**config.mk**
```make
export PLATFORM = sky130hd
export DESIGN_NAME = ps2_cmd_arbiter_flat
export DESIGN_NICKNAME = d
export VERILOG_FILES = /design/src/rtl/ps2_cmd_arbiter_pkg.sv /design/src/rtl/ps2_cmd_arbiter_if.sv /design/src/rtl/ps2_timeout.sv /design/src/rtl/ps2_cmd_arbiter.sv /design/src/flat_wrapper.sv
export SDC_FILE = /design/constraint.sdc
export NUM_CORES = 1
export LEC_CHECK = 0
export ABC_AREA = 1
export CORE_MARGIN = 1.5
export CORE_UTILIZATION = 25
export CTS_CLUSTER_DIAMETER = 60
export DETAILED_ROUTE_END_ITERATION = 8
export DONT_BUFFER_PORTS = 1
export SLEW_MARGIN = 20
export SYNTH_ARGS = -nofsm -noshare
export SYNTH_HDL_FRONTEND = slang
export SYNTH_HIERARCHICAL = 1
export SYNTH_SLANG_ARGS = --single-unit
```
**constraint.sdc**
```tcl
create_clock -name i_clk -period 4.9 [get_ports i_clk]
set_input_delay 0.98 -clock i_clk [delete_from_list [all_inputs] [get_ports i_clk]]
set_output_delay 0.98 -clock i_clk [all_outputs]
set_load 0.1 [all_outputs]
```
**src/rtl/ps2_cmd_arbiter_pkg.sv**
```systemverilog
// rtl/ps2_cmd_arbiter_pkg.sv - PS/2 protocol bytes and arbiter FSM state encoding
package ps2_cmd_arbiter_pkg;

  localparam logic [7:0] PS2_ACK        = 8'hFA;
  localparam logic [7:0] PS2_RESEND     = 8'hFE;
  localparam logic [7:0] PS2_ERROR      = 8'hFC;
  localparam logic [7:0] PS2_BAT_OK     = 8'hAA;

  localparam logic [7:0] PS2_CMD_RESET  = 8'hFF;
  localparam logic [7:0] PS2_CMD_ENABLE = 8'hF4;
  localparam logic [7:0] PS2_CMD_RATE   = 8'hF3;
  localparam logic [7:0] PS2_CMD_GET_ID = 8'hF2;

  // Encoding is visible on debug[2:0]; IDLE must stay 0 so reset reads as all-zero.
  typedef enum logic [2:0] {
    ST_IDLE     = 3'd0,
    ST_SEND     = 3'd1,
    ST_WAIT_TX  = 3'd2,
    ST_WAIT_ACK = 3'd3,
    ST_RESP     = 3'd4,
    ST_DONE     = 3'd5
  } state_e;

  function automatic logic is_timed_state(input state_e s);
    return (s == ST_WAIT_TX) || (s == ST_WAIT_ACK) || (s == ST_RESP);
  endfunction

endpackage

```
**src/rtl/ps2_cmd_arbiter_if.sv**
```systemverilog
// rtl/ps2_cmd_arbiter_if.sv - requester, PS/2 TX/RX and stream signals of the command arbiter
interface ps2_cmd_arbiter_if;

  logic       req0;
  logic       req1;
  logic [7:0] cmd0;
  logic [7:0] cmd1;
  logic [1:0] len0;
  logic [1:0] len1;
  logic [1:0] gnt;
  logic       done;
  logic       err;
  logic       rsp_valid;
  logic [7:0] rsp_data;

  logic       busy;
  logic       read;
  logic [7:0] rx_data;
  logic       write;
  logic [7:0] tx_data;

  logic       strm_valid;
  logic [7:0] strm_data;
  logic [7:0] debug;

  modport slave (
    input  req0, req1, cmd0, cmd1, len0, len1, busy, read, rx_data,
    output gnt, done, err, rsp_valid, rsp_data, write, tx_data,
           strm_valid, strm_data, debug
  );

  modport master (
    output req0, req1, cmd0, cmd1, len0, len1, busy, read, rx_data,
    input  gnt, done, err, rsp_valid, rsp_data, write, tx_data,
           strm_valid, strm_data, debug
  );

endinterface

```
**src/rtl/ps2_timeout.sv**
```systemverilog
// rtl/ps2_timeout.sv - wait-state timeout counter with clear and enable
module ps2_timeout #(
  parameter int TIMEOUT_CYCLES = 2_500_000,
  parameter int TW             = 22
) (
  input  logic i_clk,
  input  logic i_rst_n,
  input  logic i_clr,
  input  logic i_en,
  output logic o_expired
);

  logic [TW-1:0] r_cnt;
  logic [TW-1:0] w_cnt;

  // Clear acts in the same cycle, so the first cycle of a state counts as cycle 0.
  assign w_cnt     = i_clr ? '0 : r_cnt;
  assign o_expired = i_en && (w_cnt == TW'(TIMEOUT_CYCLES - 1));

  always_ff @(posedge i_clk or negedge i_rst_n) begin
    if (!i_rst_n) begin
      r_cnt <= '0;
    end else if (!i_en) begin
      r_cnt <= '0;
    end else begin
      r_cnt <= w_cnt + TW'(1);
    end
  end

endmodule

```
**src/rtl/ps2_cmd_arbiter.sv**
```systemverilog
// rtl/ps2_cmd_arbiter.sv - two-requester PS/2 mouse command arbiter with ACK/RESEND/timeout handling
module ps2_cmd_arbiter
  import ps2_cmd_arbiter_pkg::*;
#(
  parameter int TIMEOUT_CYCLES = 2_500_000,
  parameter int MAX_RETRY      = 3,
  parameter int TW             = 22
) (
  input  logic              i_clk,
  input  logic              i_rst_n,
  ps2_cmd_arbiter_if.slave  bus
);

  state_e     r_state;
  state_e     r_state_q;
  logic [1:0] r_gnt;
  logic [7:0] r_cmd;
  logic [1:0] r_len;
  logic [1:0] r_retry;
  logic       r_busy_seen;
  logic       r_write;
  logic [7:0] r_tx_data;
  logic       r_done;
  logic       r_err;
  logic       r_err_sticky;
  logic       r_rsp_valid;
  logic [7:0] r_rsp_data;
  logic       r_strm_valid;
  logic [7:0] r_strm_data;

  logic       w_tmo_clr;
  logic       w_tmo_en;
  logic       w_expired;
  logic       w_can_retry;

  // r_state_q lags r_state by one cycle, so a mismatch marks the first cycle in a state.
  assign w_tmo_clr   = bus.read || (r_state != r_state_q);
  assign w_tmo_en    = is_timed_state(r_state);
  assign w_can_retry = (int'(r_retry) < MAX_RETRY);

  ps2_timeout #(
    .TIMEOUT_CYCLES (TIMEOUT_CYCLES),
    .TW             (TW)
  ) u_timeout (
    .i_clk     (i_clk),
    .i_rst_n   (i_rst_n),
    .i_clr     (w_tmo_clr),
    .i_en      (w_tmo_en),
    .o_expired (w_expired)
  );

  always_ff @(posedge i_clk or negedge i_rst_n) begin
    if (!i_rst_n) begin
      r_state      <= ST_IDLE;
      r_state_q    <= ST_IDLE;
      r_gnt        <= 2'b00;
      r_cmd        <= 8'h00;
      r_len        <= 2'd0;
      r_retry      <= 2'd0;
      r_busy_seen  <= 1'b0;
      r_write      <= 1'b0;
      r_tx_data    <= 8'h00;
      r_done       <= 1'b0;
      r_err        <= 1'b0;
      r_err_sticky <= 1'b0;
      r_rsp_valid  <= 1'b0;
      r_rsp_data   <= 8'h00;
      r_strm_valid <= 1'b0;
      r_strm_data  <= 8'h00;
    end else begin
      r_state_q    <= r_state;
      r_write      <= 1'b0;
      r_done       <= 1'b0;
      r_err        <= 1'b0;
      r_rsp_valid  <= 1'b0;
      r_strm_valid <= 1'b0;

      case (r_state)
        ST_IDLE: begin
          if (bus.read) begin
            r_strm_valid <= 1'b1;
            r_strm_data  <= bus.rx_data;
          end
          if (bus.req0) begin
            r_gnt       <= 2'b01;
            r_cmd       <= bus.cmd0;
            r_len       <= bus.len0;
            r_retry     <= 2'd0;
            r_busy_seen <= 1'b0;
            r_write     <= 1'b1;
            r_tx_data   <= bus.cmd0;
            r_state     <= ST_SEND;
          end else if (bus.req1) begin
            r_gnt       <= 2'b10;
            r_cmd       <= bus.cmd1;
            r_len       <= bus.len1;
            r_retry     <= 2'd0;
            r_busy_seen <= 1'b0;
            r_write     <= 1'b1;
            r_tx_data   <= bus.cmd1;
            r_state     <= ST_SEND;
          end
        end

        ST_SEND: begin
          if (bus.read) begin
            r_strm_valid <= 1'b1;
            r_strm_data  <= bus.rx_data;
          end
          r_state <= ST_WAIT_TX;
        end

        ST_WAIT_TX: begin
          if (bus.read) begin
            r_strm_valid <= 1'b1;
            r_strm_data  <= bus.rx_data;
          end
          // Only a fall after an observed rise means the byte left the transmitter.
          if (w_expired) begin
            r_done       <= 1'b1;
            r_err        <= 1'b1;
            r_err_sticky <= 1'b1;
            r_state      <= ST_DONE;
          end else if (r_busy_seen && !bus.busy) begin
            r_state <= ST_WAIT_ACK;
          end else if (bus.busy) begin
            r_busy_seen <= 1'b1;
          end
        end

        ST_WAIT_ACK: begin
          if (bus.read) begin
            case (bus.rx_data)
              PS2_ACK: begin
                if (r_len != 2'd0) begin
                  r_state <= ST_RESP;
                end else begin
                  r_done  <= 1'b1;
                  r_state <= ST_DONE;
                end
              end
              PS2_RESEND: begin
                if (w_can_retry) begin
                  r_retry     <= r_retry + 2'd1;
                  r_busy_seen <= 1'b0;
                  r_write     <= 1'b1;
                  r_tx_data   <= r_cmd;
                  r_state     <= ST_SEND;
                end else begin
                  r_done       <= 1'b1;
                  r_err        <= 1'b1;
                  r_err_sticky <= 1'b1;
                  r_state      <= ST_DONE;
                end
              end
              PS2_ERROR: begin
                r_done       <= 1'b1;
                r_err        <= 1'b1;
                r_err_sticky <= 1'b1;
                r_state      <= ST_DONE;
              end
              default: begin
                r_strm_valid <= 1'b1;
                r_strm_data  <= bus.rx_data;
              end
            endcase
          end else if (w_expired) begin
            r_done       <= 1'b1;
            r_err        <= 1'b1;
            r_err_sticky <= 1'b1;
            r_state      <= ST_DONE;
          end
        end

        ST_RESP: begin
          if (bus.read) begin
            r_rsp_valid <= 1'b1;
            r_rsp_data  <= bus.rx_data;
            r_len       <= r_len - 2'd1;
            if (r_len == 2'd1) begin
              r_done  <= 1'b1;
              r_state <= ST_DONE;
            end
          end else if (w_expired) begin
            r_done       <= 1'b1;
            r_err        <= 1'b1;
            r_err_sticky <= 1'b1;
            r_state      <= ST_DONE;
          end
        end

        ST_DONE: begin
          if (bus.read) begin
            r_strm_valid <= 1'b1;
            r_strm_data  <= bus.rx_data;
          end
          r_gnt   <= 2'b00;
          r_state <= ST_IDLE;
        end

        default: begin
          r_gnt   <= 2'b00;
          r_state <= ST_IDLE;
        end
      endcase
    end
  end

  assign bus.gnt        = r_gnt;
  assign bus.done       = r_done;
  assign bus.err        = r_err;
  assign bus.rsp_valid  = r_rsp_valid;
  assign bus.rsp_data   = r_rsp_data;
  assign bus.write      = r_write;
  assign bus.tx_data    = r_tx_data;
  assign bus.strm_valid = r_strm_valid;
  assign bus.strm_data  = r_strm_data;
  assign bus.debug      = {r_err_sticky, r_gnt, r_retry, r_state};

endmodule

```
**src/flat_wrapper.sv**
```systemverilog
// flat-port wrapper written by rule: the top's interface ports become plain ports
module ps2_cmd_arbiter_flat import ps2_cmd_arbiter_pkg::*;
#(
  parameter int TIMEOUT_CYCLES = 2_500_000,
  parameter int MAX_RETRY      = 3,
  parameter int TW             = 22
)
  (i_clk, i_rst_n, bus_req0, bus_req1, bus_cmd0, bus_cmd1, bus_len0, bus_len1, bus_busy, bus_read, bus_rx_data, bus_gnt, bus_done, bus_err, bus_rsp_valid, bus_rsp_data, bus_write, bus_tx_data, bus_strm_valid, bus_strm_data, bus_debug);
  ps2_cmd_arbiter_if bus_i ();
  input  logic i_clk;
  input  logic i_rst_n;
  input wire logic [$bits(bus_i.req0)-1:0] bus_req0;
  input wire logic [$bits(bus_i.req1)-1:0] bus_req1;
  input wire logic [$bits(bus_i.cmd0)-1:0] bus_cmd0;
  input wire logic [$bits(bus_i.cmd1)-1:0] bus_cmd1;
  input wire logic [$bits(bus_i.len0)-1:0] bus_len0;
  input wire logic [$bits(bus_i.len1)-1:0] bus_len1;
  input wire logic [$bits(bus_i.busy)-1:0] bus_busy;
  input wire logic [$bits(bus_i.read)-1:0] bus_read;
  input wire logic [$bits(bus_i.rx_data)-1:0] bus_rx_data;
  output wire logic [$bits(bus_i.gnt)-1:0] bus_gnt;
  output wire logic [$bits(bus_i.done)-1:0] bus_done;
  output wire logic [$bits(bus_i.err)-1:0] bus_err;
  output wire logic [$bits(bus_i.rsp_valid)-1:0] bus_rsp_valid;
  output wire logic [$bits(bus_i.rsp_data)-1:0] bus_rsp_data;
  output wire logic [$bits(bus_i.write)-1:0] bus_write;
  output wire logic [$bits(bus_i.tx_data)-1:0] bus_tx_data;
  output wire logic [$bits(bus_i.strm_valid)-1:0] bus_strm_valid;
  output wire logic [$bits(bus_i.strm_data)-1:0] bus_strm_data;
  output wire logic [$bits(bus_i.debug)-1:0] bus_debug;
  assign bus_i.req0 = bus_req0;
  assign bus_i.req1 = bus_req1;
  assign bus_i.cmd0 = bus_cmd0;
  assign bus_i.cmd1 = bus_cmd1;
  assign bus_i.len0 = bus_len0;
  assign bus_i.len1 = bus_len1;
  assign bus_i.busy = bus_busy;
  assign bus_i.read = bus_read;
  assign bus_i.rx_data = bus_rx_data;
  assign bus_gnt = bus_i.gnt;
  assign bus_done = bus_i.done;
  assign bus_err = bus_i.err;
  assign bus_rsp_valid = bus_i.rsp_valid;
  assign bus_rsp_data = bus_i.rsp_data;
  assign bus_write = bus_i.write;
  assign bus_tx_data = bus_i.tx_data;
  assign bus_strm_valid = bus_i.strm_valid;
  assign bus_strm_data = bus_i.strm_data;
  assign bus_debug = bus_i.debug;
  ps2_cmd_arbiter #(.TIMEOUT_CYCLES(TIMEOUT_CYCLES), .MAX_RETRY(MAX_RETRY), .TW(TW)) u_core (.i_clk(i_clk), .i_rst_n(i_rst_n), .bus(bus_i));
endmodule
```
==> results of run 1 <==
[per-stage QoR]
step / worst slack, ns / area [um^2] / utilization (%) / hold WS [ns] / power [mW]
floorplan: 1.68 / 4110 / - / 0.436 / 2.63
global route: 1.51 / 4600 / 28.7 / 0.324 / 3.66
finish: 1.84 / 4600 / 28.7 / 0.339 / 3.46
detailed placement: 1.75 / 4260 / 26.7 / 0.507 / 2.76
CTS: 1.82 / 4600 / 28.7 / 0.325 / 3.51
global placement: 1.82 / 4260 / 26.7 / 0.499 / 2.75
[synth_stat cells (2+ instances only)]
master / count
nand2_1: 140
dfrtp_1: 73
inv_1: 50
nor2_1: 50
nand3_1: 38
o21ai_0: 16
a21oi_1: 13
nor2_2: 10
nor3_1: 10
o21ai_1: 10
a21oi_2: 9
nand2_2: 9
o21a_1: 9
nand3_2: 8
buf_6: 6
inv_2: 5
nor2_4: 5
buf_4: 4
ha_1: 4
nand2_4: 4
nand4_1: 3
a22oi_1: 2
buf_12: 2
clkbuf_1: 2
nand3_4: 2
nand3b_1: 2
nand4_4: 2
nor2_8: 2
nor4_1: 2
[flip-flops by register name, indices dropped and copies added, names as in the netlist, 2 cells and up]
signal                  cells
u_core/r_retry              2
u_core/r_len                2
u_core/r_state              3
u_core/r_state_q            3
u_core/u_timeout/r_cnt     22
u_core/bus.gnt              2
u_core/bus.tx_data          8
u_core/r_cmd                8
u_core/bus.rsp_data         8
u_core/bus.strm_data        8
[cell type report]
type	instances	area, um^2	area share [%]
tap	216	270	5.88
inverter	57	229	4.98
clock buffer	12	256	5.58
clock inverter	4	75.1	1.63
sequential	73	1830	39.8
timing repair buffer	4	30.0	0.653
multi-input combinational	359	1910	41.5
[where the power goes]
group / internal [mW] / total (mW) / switching (mW)
Sequential: 0.774 / 1.77 / 0.997
Combinational: 0.282 / 0.963 / 0.681
Clock: 0.474 / 0.731 / 0.257
Total: 1.53 / 3.46 / 1.94
[path summary, 6_finish.rpt]
| path | slack, ns | endpoint | depth (start not counted) | startpoint |
|---|---|---|---|---|
| max | 1.84 | u_core/r_state[0] | 19 | u_core/r_state[0] |
| min | 0.34 | u_core/u_timeout/r_cnt[3] | 0 | i_rst_n |
| max reg2reg | 1.84 | u_core/r_state[0] | 19 | u_core/r_state[0] |
| min reg2reg | 0.52 | u_core/r_cmd[2] | 2 | u_core/r_cmd[2] |
| max in group asynchronous | 4.43 | u_core/bus.gnt[1] | 0 | i_rst_n |
| min in group i_clk | 0.52 | u_core/r_cmd[2] | 2 | u_core/r_cmd[2] |
[cells by family after synthesis]
logic type / synth area share [%]
adder cells (fa/ha/maj): 1.22
AO/OA/AOI/OAI: 9.77
multiplexers: 0.243
XOR/XNOR: 0.213
flip-flops: 44.4
AND/OR/NAND/NOR: 34.9
buffers and inverters: 9.22
[per-layer routing]
metal	vias up	wire length, um	track usage, %
met2	60	4340	18.5
met3	16	367	2.43
li1	1621	-	-
met4	0	194	5.31
met5	-	0	0
met1	1495	4500	15.4
==> metrics, run 1 <==
P&R area growth vs syn 11.8%; RD Place Congestion 0.806; Final Hold Vio Count 0; WL final approximately 9400 um; synthesis-stage register bit count 73; leakage 2.11 nW; Final Non-Filler Cells a little over 700; number of fill cells in the layout between 1.5k and 2k; area leader, netlist dfrtp_1; clk slew on worst S/H paths ~0.060 ns; HPWL after DPL 6900 um; die width approximately 130 um; Top Ports 73; post-cts resize count 0; worst skew pair latency 0.34 ns; critical path launch point type flip-flop; Worst-Margin Slew slightly below 1 ns; Crit path max-delay family simple AND/OR/NAND/NOR gates; Synth Flop Type dfrtp_1; Most Frequent Cell on Critical Path nand2_1; Worst setup EP type flip-flop; WP data arrival ~3.3 ns; WP buf/inv 4; kind of critical path reg2reg; slowest CP cell dfrtp_1; Max Slew Vio Count 0; synth top area cells dfrtp_1 (44%), nand2_1 (13%), nand3_1 (4.6%); initial antenna violation count 0; Layout Skew slightly below 0.008 ns; Num CTS Buffers 9; Post-route DRC 0; Clock Tree Buf Depth 2; die area about 0.017 mm^2; asr flop ratio synth 100%; Peak VDD IR between 400 and 500 uV; leading cell type in the layout, fill and taps excluded nand2_1; syn avg cell area 8.16 um^2; Tmin final about 3 ns; vias in the first global route 3108; DR iter-0 viols between 150 and 200; synthesized area just over 0.004 mm^2; NumNets Final 542; DR vias/cell approximately 4.4; max incr delay on CP roughly 0.32 ns; TritonCTS clock tree built; endpoints failing setup 0; # H-tree levels 3; pin count of the biggest net entering global routing 74; most frequent cells in the layout nand2_1 (140), dfrtp_1 (71), inv_1 (50), nor2_1 (50), nand3_1 (38); Max-Cap Viols 0; critical path required time a little over 5 ns; Max FO, Critical Path 10; layout cells sized above 1 about 16%; worst min path class in2async; dpl cells between 700 and 800; final period utilization a little over three fifths; Diodes inserted 0; PwrDens about 750 mW/mm^2; TritonRoute pass-1 iters 4; # clock sinks between 70 and 80; GRT overflow 0; number of synthesized flops with an enable pin 0; Seq/Total Area, Yosys between 40% and 50%; Root Buffer clkbuf_16; core area between 0.015 and 0.02 mm^2; Fmax achieved approximately 0.33 GHz; post-synth net total about 540; Max-slew headroom 35.4%; DR WL/cell between 10 and 15 um; crit path cell chain buf_4 > inv_1 > nand2_1 > o21ai_0 > a21oi_1 > o2111ai_1 > buf_4 > nor2_1 > ha_1 > nand3_4 > nor2_4 > nand4_1 > nor2_1 > inv_1 > nand3b_1 > nand3_1 > nor2_2 > nand2_1 > nand2_1; die height 131 um; first-pass GRT wire length 16200 um; GRT Util Overall a little under an eighth; via count around 3.2k; RSZ-0062 raised after global routing false; Total Neg Setup Slack 0 ns; Rows 46; Mapped Cells 504; antenna-violating nets left 0; YS warnings 6; area share of the largest cell type after synthesis between 40% and 50%; Initial Util around 26%; Cell variety after synth just over 40; Setup Buffers After CTS 0; # hold bufs at CTS 0; IO buf count 0; status finished clean
Power figures use the tool's default switching activity.
==> run 2, diff against run 1 <==
Clock period 4.9 ns to 2.9 ns, I/O delays scaled along.
==> metrics, run 2 (same netlist as run 1, synthesis figures left out) <==
max incr delay on CP 0.35 ns; Post-Place Worst Slack 0.250 ns; design area between 0.004 and 0.005 mm^2; Peak VDD IR around 740 uV; kind of critical path reg2reg; reg2reg path depth 17; first-pass GRT wire length between 15000 and 20000 um; post-layout util 29.2%; # clock sinks 73; core area between 0.015 and 0.02 mm^2; vias in the first global route 3224; leakage between 2 and 2.5 nW; Final Hold Vio Count 0; Max FO, Critical Path 5; slowest CP cell dfrtp_2; endpoints failing setup 0; worst min path class in2async; WP data arrival 2.85 ns; leading cell type in the layout, fill and taps excluded nand2_1; die area approximately 0.017 mm^2; Top Ports 73; Max-slew headroom between 30% and 40%; number of fill cells in the layout between 1.5k and 2k; WP buf/inv 2; # H-tree levels 3; most frequent cells in the layout nand2_1 (140), dfrtp_1 (68), inv_1 (50), nor2_1 (48), nand3_1 (38); worst skew pair latency 0.34 ns; Rows 46; via count between 3k and 4k; Num CTS Buffers 9; Worst-Margin Slew roughly 0.96 ns; Largest register FFs 22; Largest Register u_core/u_timeout/r_cnt; status finished clean; PnR worst setup slack roughly 0.33 ns; Root Buffer clkbuf_16; die height around 130 um; initial antenna violation count 0; PwrDens roughly 1300 mW/mm^2; critical path required time between 3 and 4 ns; Post-route DRC 0; final period utilization 88.7%; NumNets Final 550; critical path launch point type flip-flop; die width about 130 um; pin count of the biggest net entering global routing 74; P&R area growth vs syn 13.5%; antenna-violating nets left 0; Fin Hold WS about 0.13 ns; Max Slew Vio Count 0; Layout Skew 0.0117 ns; Worst setup EP type flip-flop; CP Depth 17; Tmin final 2.57 ns; multi-input logic area 0.00192 mm^2; Crit path max-delay family simple AND/OR/NAND/NOR gates; Fmax achieved slightly below 0.4 GHz; Initial Util approximately a quarter; Diodes inserted 0; TritonCTS clock tree built; WL final 9550 um; clk slew on worst S/H paths roughly 0.07 ns; Clock Tree Buf Depth 2; Max-Cap Viols 0; Seq. cell area 0.00183 mm^2; RD Place Congestion ~0.84; Cell Area, Placed 0.00431 mm^2; DR vias/cell about 4.5; GRT overflow 0; DR iter-0 viols 170; dpl cells just over 700; DR WL/cell between 10 and 15 um; HPWL after DPL around 7000 um; IO buf count 0; crit path cell chain inv_1 > nand2_1 > o21ai_0 > a21oi_1 > o2111ai_2 > nor2_2 > ha_2 > nand3_4 > nor2_4 > nand4_1 > nor2_2 > inv_1 > nand3b_1 > nand3_1 > nor2_2 > nand2_1 > nand2_1; Final Non-Filler Cells approximately 730; TritonRoute pass-1 iters 7; layout cells sized above 1 between 10% and 20%; GRT Util Overall 11.9%
## run 2: worst paths after layout
path,startpoint,end,slack (ns)
setup / recovery,u_core/r_state[0],u_core/r_state[0],0.33
hold / removal,i_rst_n,u_core/u_timeout/r_cnt[4],0.13
setup reg to reg,u_core/r_state[0],u_core/r_state[0],0.33
hold reg to reg,u_core/r_cmd[4],u_core/r_cmd[4],0.52
max in group asynchronous,i_rst_n,u_core/bus.gnt[0],2.44
min in group i_clk,bus_rx_data[1],u_core/bus.strm_data[1],0.35
## run 2: where the power goes
group | internal (mW) | total (mW) | switching, mW | leakage [nW]
Clock | 0.674 | 1.14 | 0.468 | 0.143
Sequential | 1.31 | 3.00 | 1.69 | 0.928
Combinational | 0.521 | 1.71 | 1.19 | 1.07
Total | 2.50 | 5.85 | 3.35 | 2.14
## run 2: routing by layer
layer | track usage [%] | vias to the layer above | share of wire, %
met5 | 0 | - | 0
met4 | 4.56 | 0 | 2.0
met3 | 2.55 | 18 | 5.2
met2 | 18.7 | 74 | 45
met1 | 16.1 | 1554 | 48
li1 | - | 1643 | -
## run 2: cell type report
class | count | area share [%]
clock inverter | 7 | 1.64
inverter | 57 | 4.91
sequential | 73 | 39.3
timing repair buffer | 12 | 2.44
clock buffer | 9 | 4.83
tap | 216 | 5.79
multi-input combinational | 359 | 41.1
## run 2: through the flow
stage	TNS (ns)	power (mW)
floorplan	0	4.45
global placement	0	4.68
detailed placement	0	4.69
CTS	0	5.88
global route	-0.00278	6.20
finish	0	5.85
## run 2: timing repair
action,CTS,global route
gates resized for setup,0,5
endpoints found under the setup margin,0,6
buffers inserted,0,1
endpoints found under the hold margin,73,0
hold buffers,1,0
